File: config.mk
export PLATFORM = sky130hd
export DESIGN_NAME = core_param_loader_flat
export DESIGN_NICKNAME = d
export VERILOG_FILES = /design/src/rtl/core_param_loader_if.sv /design/src/rtl/core_param_loader.sv /design/src/flat_wrapper.sv
export SDC_FILE = /design/constraint.sdc
export NUM_CORES = 1
export LEC_CHECK = 0
export CORE_MARGIN = 3
export CORE_UTILIZATION = 59
export CTS_CLUSTER_DIAMETER = 200
export DETAILED_ROUTE_END_ITERATION = 10
export PLACE_DENSITY = 0.85
export SYNTH_ARGS = -nofsm -noshare
export SYNTH_HDL_FRONTEND = slang
export SYNTH_SLANG_ARGS = --single-unit
File: constraint.sdc
create_clock -name clk -period 3.5 [get_ports clk]
set_input_delay 1.05 -clock clk [delete_from_list [all_inputs] [get_ports clk]]
set_output_delay 1.05 -clock clk [all_outputs]
set_load 0.02 [all_outputs]
File: src/rtl/core_param_loader_if.sv
// Host word stream into the core parameter loader.
// A word moves on every rising clk edge where s_valid && s_ready; s_data is held while s_valid waits.
interface core_param_loader_if;
    logic [31:0] s_data;
    logic        s_valid;
    logic        s_ready;

    modport master (output s_data, output s_valid, input s_ready);
    modport slave  (input s_data, input s_valid, output s_ready);
endinterface

File: src/rtl/core_param_loader.sv
// Decodes host command headers and writes 368-bit parameter rows or neuron instructions to one core.
// Optional LOADER_CHECKSUM_EN: a PARAM row carries a 13th word holding the XOR of the 12 payload words.
module core_param_loader #(
    parameter int NUM_CORES   = 6,
    parameter int PARAM_WIDTH = 368
) (
    input  logic                   clk,
    input  logic                   reset_n,
    core_param_loader_if.slave     host,
    input  logic                   clr_err,
    output logic [NUM_CORES-1:0]   param_wen,
    output logic [PARAM_WIDTH-1:0] param_data_in,
    output logic [7:0]             param_address,
    output logic [NUM_CORES-1:0]   neuron_inst_wen,
    output logic [7:0]             neuron_inst_address,
    output logic [1:0]             neuron_inst_data_in,
    output logic                   busy,
    output logic                   load_done,
    output logic                   error,
    output logic [2:0]             dbg_state
);
    typedef enum logic [2:0] {
        ST_HEADER  = 3'd0,
        ST_COLLECT = 3'd1,
        ST_WRITE_P = 3'd2,
        ST_WRITE_I = 3'd3,
        ST_CHECK   = 3'd4
    } state_t;

    localparam logic [1:0] CMD_PARAM = 2'b00;
    localparam logic [1:0] CMD_INST  = 2'b01;
    localparam logic [1:0] CMD_DONE  = 2'b10;
    localparam logic [3:0] LAST_WORD = 4'd11;

    state_t                 state_q;
    logic [3:0]             cnt_q;
    logic [2:0]             core_q;
    logic [7:0]             addr_q;
    logic [PARAM_WIDTH-1:0] asm_q, asm_d;
    logic                   done_q, err_q;
    logic [NUM_CORES-1:0]   param_wen_q, inst_wen_q;
    logic [PARAM_WIDTH-1:0] param_data_q;
    logic [7:0]             param_addr_q, inst_addr_q;
    logic [1:0]             inst_data_q;
`ifdef LOADER_CHECKSUM_EN
    logic [31:0]            xor_q;
`endif

    logic                 hs;
    logic [1:0]           hdr_cmd;
    logic [2:0]           hdr_core;
    logic [NUM_CORES-1:0] hdr_onehot, row_onehot;

    // Out-of-range core indices decode to all-zero, which doubles as the "bad core" test.
    function automatic logic [NUM_CORES-1:0] core_onehot(input logic [2:0] c);
        core_onehot = '0;
        for (int i = 0; i < NUM_CORES; i++) begin
            if (c == 3'(i)) core_onehot[i] = 1'b1;
        end
    endfunction

    assign host.s_ready = (state_q == ST_HEADER) || (state_q == ST_COLLECT) || (state_q == ST_CHECK);
    assign hs           = host.s_valid && host.s_ready;
    assign hdr_cmd      = host.s_data[31:30];
    assign hdr_core     = host.s_data[29:27];
    assign hdr_onehot   = core_onehot(hdr_core);
    assign row_onehot   = core_onehot(core_q);

    // Row as it will look once the word on the bus this cycle is merged in.
    always_comb begin
        asm_d = asm_q;
        if (state_q == ST_COLLECT && hs) begin
            for (int k = 0; k < 11; k++) begin
                if (cnt_q == 4'(k)) asm_d[32*k +: 32] = host.s_data;
            end
            if (cnt_q == LAST_WORD) asm_d[PARAM_WIDTH-1 -: 16] = host.s_data[15:0];
        end
    end

    always_ff @(posedge clk or negedge reset_n) begin
        if (!reset_n) begin
            state_q      <= ST_HEADER;
            cnt_q        <= '0;
            core_q       <= '0;
            addr_q       <= '0;
            asm_q        <= '0;
            done_q       <= 1'b0;
            err_q        <= 1'b0;
            param_wen_q  <= '0;
            inst_wen_q   <= '0;
            param_data_q <= '0;
            param_addr_q <= '0;
            inst_addr_q  <= '0;
            inst_data_q  <= '0;
`ifdef LOADER_CHECKSUM_EN
            xor_q        <= '0;
`endif
        end else begin
            param_wen_q <= '0;
            inst_wen_q  <= '0;
            asm_q       <= asm_d;
            // Clear first so any set below in the same cycle takes priority.
            if (clr_err) err_q <= 1'b0;

            case (state_q)
                ST_HEADER: begin
                    if (hs) begin
                        done_q <= 1'b0;
                        case (hdr_cmd)
                            CMD_PARAM: begin
                                core_q  <= hdr_core;
                                addr_q  <= host.s_data[15:8];
                                cnt_q   <= '0;
`ifdef LOADER_CHECKSUM_EN
                                xor_q   <= '0;
`endif
                                state_q <= ST_COLLECT;
                            end
                            CMD_INST: begin
                                state_q <= ST_WRITE_I;
                                if (|hdr_onehot) begin
                                    inst_wen_q  <= hdr_onehot;
                                    inst_addr_q <= host.s_data[15:8];
                                    inst_data_q <= host.s_data[1:0];
                                end else begin
                                    err_q <= 1'b1;
                                end
                            end
                            CMD_DONE: done_q <= 1'b1;
                            default:  err_q  <= 1'b1;
                        endcase
                    end
                end

                ST_COLLECT: begin
                    if (hs) begin
`ifdef LOADER_CHECKSUM_EN
                        xor_q <= xor_q ^ host.s_data;
`endif
                        if (cnt_q == LAST_WORD) begin
`ifdef LOADER_CHECKSUM_EN
                            state_q <= ST_CHECK;
`else
                            state_q <= ST_WRITE_P;
                            if (|row_onehot) begin
                                param_wen_q  <= row_onehot;
                                param_data_q <= asm_d;
                                param_addr_q <= addr_q;
                            end else begin
                                err_q <= 1'b1;
                            end
`endif
                        end else begin
                            cnt_q <= cnt_q + 4'd1;
                        end
                    end
                end

`ifdef LOADER_CHECKSUM_EN
                ST_CHECK: begin
                    if (hs) begin
                        if (host.s_data != xor_q) begin
                            err_q   <= 1'b1;
                            state_q <= ST_HEADER;
                        end else begin
                            state_q <= ST_WRITE_P;
                            if (|row_onehot) begin
                                param_wen_q  <= row_onehot;
                                param_data_q <= asm_q;
                                param_addr_q <= addr_q;
                            end else begin
                                err_q <= 1'b1;
                            end
                        end
                    end
                end
`endif

                default: state_q <= ST_HEADER;
            endcase
        end
    end

    assign param_wen           = param_wen_q;
    assign param_data_in       = param_data_q;
    assign param_address       = param_addr_q;
    assign neuron_inst_wen     = inst_wen_q;
    assign neuron_inst_address = inst_addr_q;
    assign neuron_inst_data_in = inst_data_q;
    assign busy                = (state_q != ST_HEADER);
    assign load_done           = done_q;
    assign error               = err_q;
    assign dbg_state           = state_q;
endmodule

File: src/flat_wrapper.sv
// flat-port wrapper written by rule: the top's interface ports become plain ports
module core_param_loader_flat 
#(
    parameter int NUM_CORES   = 6,
    parameter int PARAM_WIDTH = 368
)
  (clk, reset_n, clr_err, param_wen, param_data_in, param_address, neuron_inst_wen, neuron_inst_address, neuron_inst_data_in, busy, load_done, error, dbg_state, host_s_data, host_s_valid, host_s_ready);
  core_param_loader_if host_i ();
  input  logic clk;
  input  logic reset_n;
  input  logic clr_err;
  output logic [NUM_CORES-1:0] param_wen;
  output logic [PARAM_WIDTH-1:0] param_data_in;
  output logic [7:0] param_address;
  output logic [NUM_CORES-1:0] neuron_inst_wen;
  output logic [7:0] neuron_inst_address;
  output logic [1:0] neuron_inst_data_in;
  output logic busy;
  output logic load_done;
  output logic error;
  output logic [2:0] dbg_state;
  input wire logic [$bits(host_i.s_data)-1:0] host_s_data;
  input wire logic [$bits(host_i.s_valid)-1:0] host_s_valid;
  output wire logic [$bits(host_i.s_ready)-1:0] host_s_ready;
  assign host_i.s_data = host_s_data;
  assign host_i.s_valid = host_s_valid;
  assign host_s_ready = host_i.s_ready;
  core_param_loader #(.NUM_CORES(NUM_CORES), .PARAM_WIDTH(PARAM_WIDTH)) u_core (.clk(clk), .reset_n(reset_n), .host(host_i), .clr_err(clr_err), .param_wen(param_wen), .param_data_in(param_data_in), .param_address(param_address), .neuron_inst_wen(neuron_inst_wen), .neuron_inst_address(neuron_inst_address), .neuron_inst_data_in(neuron_inst_data_in), .busy(busy), .load_done(load_done), .error(error), .dbg_state(dbg_state));
endmodule
==> summary.txt <==
Netlist cell types -> 46
Cells on worst reg2reg path -> 6
Flop2flop setup slack -> 780 ps
Post-CTS Resized -> 0
Critical Path Max Stage Delay -> 690 ps
Critical path's slowest cell -> clkdlybuf4s50_1
Initial DRC count -> 3296
Unrepaired setup endpoints after global routing -> no
Most numerous cell in the Yosys netlist -> dfrtp_1
Logic pwr share -> 0.353
Top cell type by total area after synthesis -> dfrtp_1
M2 GR Usage -> 0.5478
Layout cells sized above 1 -> 0.1846
Antenna violations before repair -> 6
PD cells -> 891.8 nW/µm²
Dpl ws -> 323.9 ps
Synth warn -> 0
Top cells by count, synth -> 769 x dfrtp_1, 320 x a31oi_1, 232 x inv_1
Crit. End Element -> output port
Max clock buf depth -> 3
Worst min path class -> in -> async
CTS Buf Count -> 75
Final worst path period need -> 3263 ps
CP max FO -> 14
Fillers -> 3177
Iteration count of the initial detailed-routing pass -> 6
CP cell instances -> inv_1 -> nand2_1 -> clkdlybuf4s50_1
Setup Fix Bufs, Post-CTS -> 0
Worst hold margin -> 356.5 ps
Antenna-violating nets left -> 0
Reg clk slew, reported paths -> 70 ps
DIE HEIGHT -> 236.6 µm
Register area share after synthesis -> 0.6133
Clk sinks -> 769
CTS tree -> done
Net Count, Synth -> 2747
Synth top area cells -> dfrtp_1 61%, mux2_2 7.8%, a31oi_1 6.4%
Cts hold-fix bufs -> 0
Ports -> 441
Vias/cell -> 6.536
Flops & latches, synth -> 769
Worst-Skew Late Latency -> 620 ps
Slew @ Worst Pin -> 1273 ps
Sw frac -> 0.3616
Initial Util -> 0.6043
Cells after Synth -> 2707
Die W -> 236.6 µm
Row cnt -> 83
Number of global-route vias before repair -> 25240
Reg-to-Reg End -> u_core.param_data_in[333]$_DFFE_PN0P_
Worst path top cell family by delay -> buffers and inverters
Setup TNS -> 0 ps
Clock network power share -> 0.240
Final wirelength -> 101000 µm
Storage cell area -> 19240 µm²
Final Util -> 0.7487
Status -> complete, no violations
CP bufs+invs -> 2
Required time of the critical path -> 2450 ps
Pins Over Slew Limit -> 0
Net Sw Power -> 12.54 mW
Post-synth EDFFs -> 0
Post-Syn Area per Cell -> 11.59 µm²
DRC Markers -> 0
DIE AREA -> 55990 µm²
Area occupied by multi-input gates -> 10030 µm²
Final HPWL DP -> 59880 µm
WL/cell -> 26.72 µm
Max cap viols -> 0
Static leakage -> 18.43 nW
CP Class -> reg -> out
PortBufs -> 439
R2R Path Start -> u_core.cnt_q[0]$_DFFE_PN0P_
Clock Skews -> 15.38 ps
Max_slew headroom -> 0.1513
Met3 GRT Util -> 0.1034
Largest net degree at the start of global routing -> 226
Total gr overflow -> 0
Fraction of registers with async set/reset -> 1.000
Global-route wire length before repair -> 152800 µm
H-tree levels -> 3
Power share of the sequential group -> 0.407
Area Overhead vs Synth -> 23.89%
Total track usage -> 0.3564
CTS root buf -> clkbuf_16
Setup slack after layout -> 236.7 ps
Routability Congestion -> 0.8555
Ys flop type -> dfrtp_1
Core Area -> 51920 µm²
Nets -> 3075
Crit path arrival time -> 2210 ps
DR vias -> 24700
Syn Std Cell Area -> 31380 µm²
GR Util met1 -> 0.4518
VDD IR max -> 0.6018 mV
Cell Int Power -> 22.13 mW
Post-synth top area share -> 0.6133
Crit share post-route -> 0.9324
Setup crit start -> u_core.dbg_state[1]$_DFFE_PN0P_
Setup Viol. Count Final -> 0
Layer with the highest usage -> met2
Fin. Hold Viols -> 0
Startpoint Class -> flip-flop
F_max -> 306.4 MHz
-- layout make-up --
cell class,instances,share of cell area
well taps,680,0.02189
diodes,5,0.0003219
inverters,232,0.02240
flip-flops and latches,769,0.4950
multi-input cells,1427,0.2579
repair buffers,530,0.1375
clock inverters,21,0.006759
clock buffers,115,0.05819
-- stage by stage --
stage / cell area (µm²) / std cells / power [mW]
floorplan: 31380 / 2707 / 20.44
global placement: 36340 / 3638 / 25.42
detailed placement: 36340 / 3638 / 26.07
CTS: 38860 / 3774 / 34.54
global route: 38860 / 3775 / 36.09
finish: 38870 / 3779 / 34.67
-- cells by family (layout without fill, tap and decap cells) --
family / after synthesis / count (layout) / share of synthesized area
AND/OR/NAND/NOR: 432 / 432 / 0.06520
flip-flops: 769 / 769 / 0.6133
AO/OA/AOI/OAI: 656 / 656 / 0.1338
multiplexers: 334 / 334 / 0.1160
other: 1 / 6 / 0.0001195
buffers and inverters: 511 / 898 / 0.06994
adder cells (fa/ha/maj): 4 / 4 / 0.001595
-- layout by cell type (no fill, tap or decap), types with 5 or more instances in the layout --
cell type        netlist  final
mux2_1                21     21
mux2i_1               96     96
a31oi_1              320    320
mux2_2               217    217
clkbuf_1             152     21
o21ai_0              180    180
clkdlybuf4s50_1        0    438
buf_4                 19     70
bufinv_16              0      6
dfrtp_1              769    769
nand2_1              200    198
diode_2                0      5
clkinv_2               0     13
clkbuf_16              0     79
o31ai_1                5      5
buf_12                 0     21
nor4b_1                7      7
o21ai_1               15     15
inv_1                232    232
nand3_1              191    191
clkbuf_8               0     15
a31o_2               128    128
-- routing by layer --
metal / wire length (µm) / up-vias
li1: - / 10170
met1: 36260 / 12490
met2: 46810 / 1659
met3: 11200 / 375
met4: 6674 / 2
met5: 12 / -
-- worst max-delay path by stage --
stage / to / slack (ps) / cells after the start
6_report: busy / 240 / 3
3_3_place_gp: u_core.param_data_in[308]$_DFFE_PN0P_ / 450 / 6
3_5_place_dp: u_core.param_data_in[84]$_DFFE_PN0P_ / 320 / 6
2_1_floorplan: u_core.param_address[0]$_DFFE_PN0P_ / 1080 / 8
4_1_cts: busy / 240 / 3
5_1_grt: busy / 180 / 3
-- power groups by stage --
stage | Combinational (mW) | Sequential (mW) | Clock [mW]
5_1_grt | 13.0 | 14.4 | 8.75
3_5_place_dp | 11.9 | 14.1 | 0
3_3_place_gp | 11.5 | 13.9 | 0
4_1_cts | 12.1 | 14.1 | 8.37
2_1_floorplan | 5.25 | 15.2 | 0
6_report | 12.2 | 14.1 | 8.32
-- flip-flops by register name, indices dropped and copies added, names as in the netlist --
register,flops
u_core.param_address,8
u_core.neuron_inst_data_in,2
u_core.error,1
u_core.neuron_inst_wen,6
u_core.param_wen,6
u_core.load_done,1
u_core.addr_q,8
u_core.asm_q,352
u_core.neuron_inst_address,8
u_core.core_q,3
u_core.cnt_q,4
u_core.param_data_in,368
u_core.dbg_state,2
Note: power is estimated with default switching activity, not from simulation.
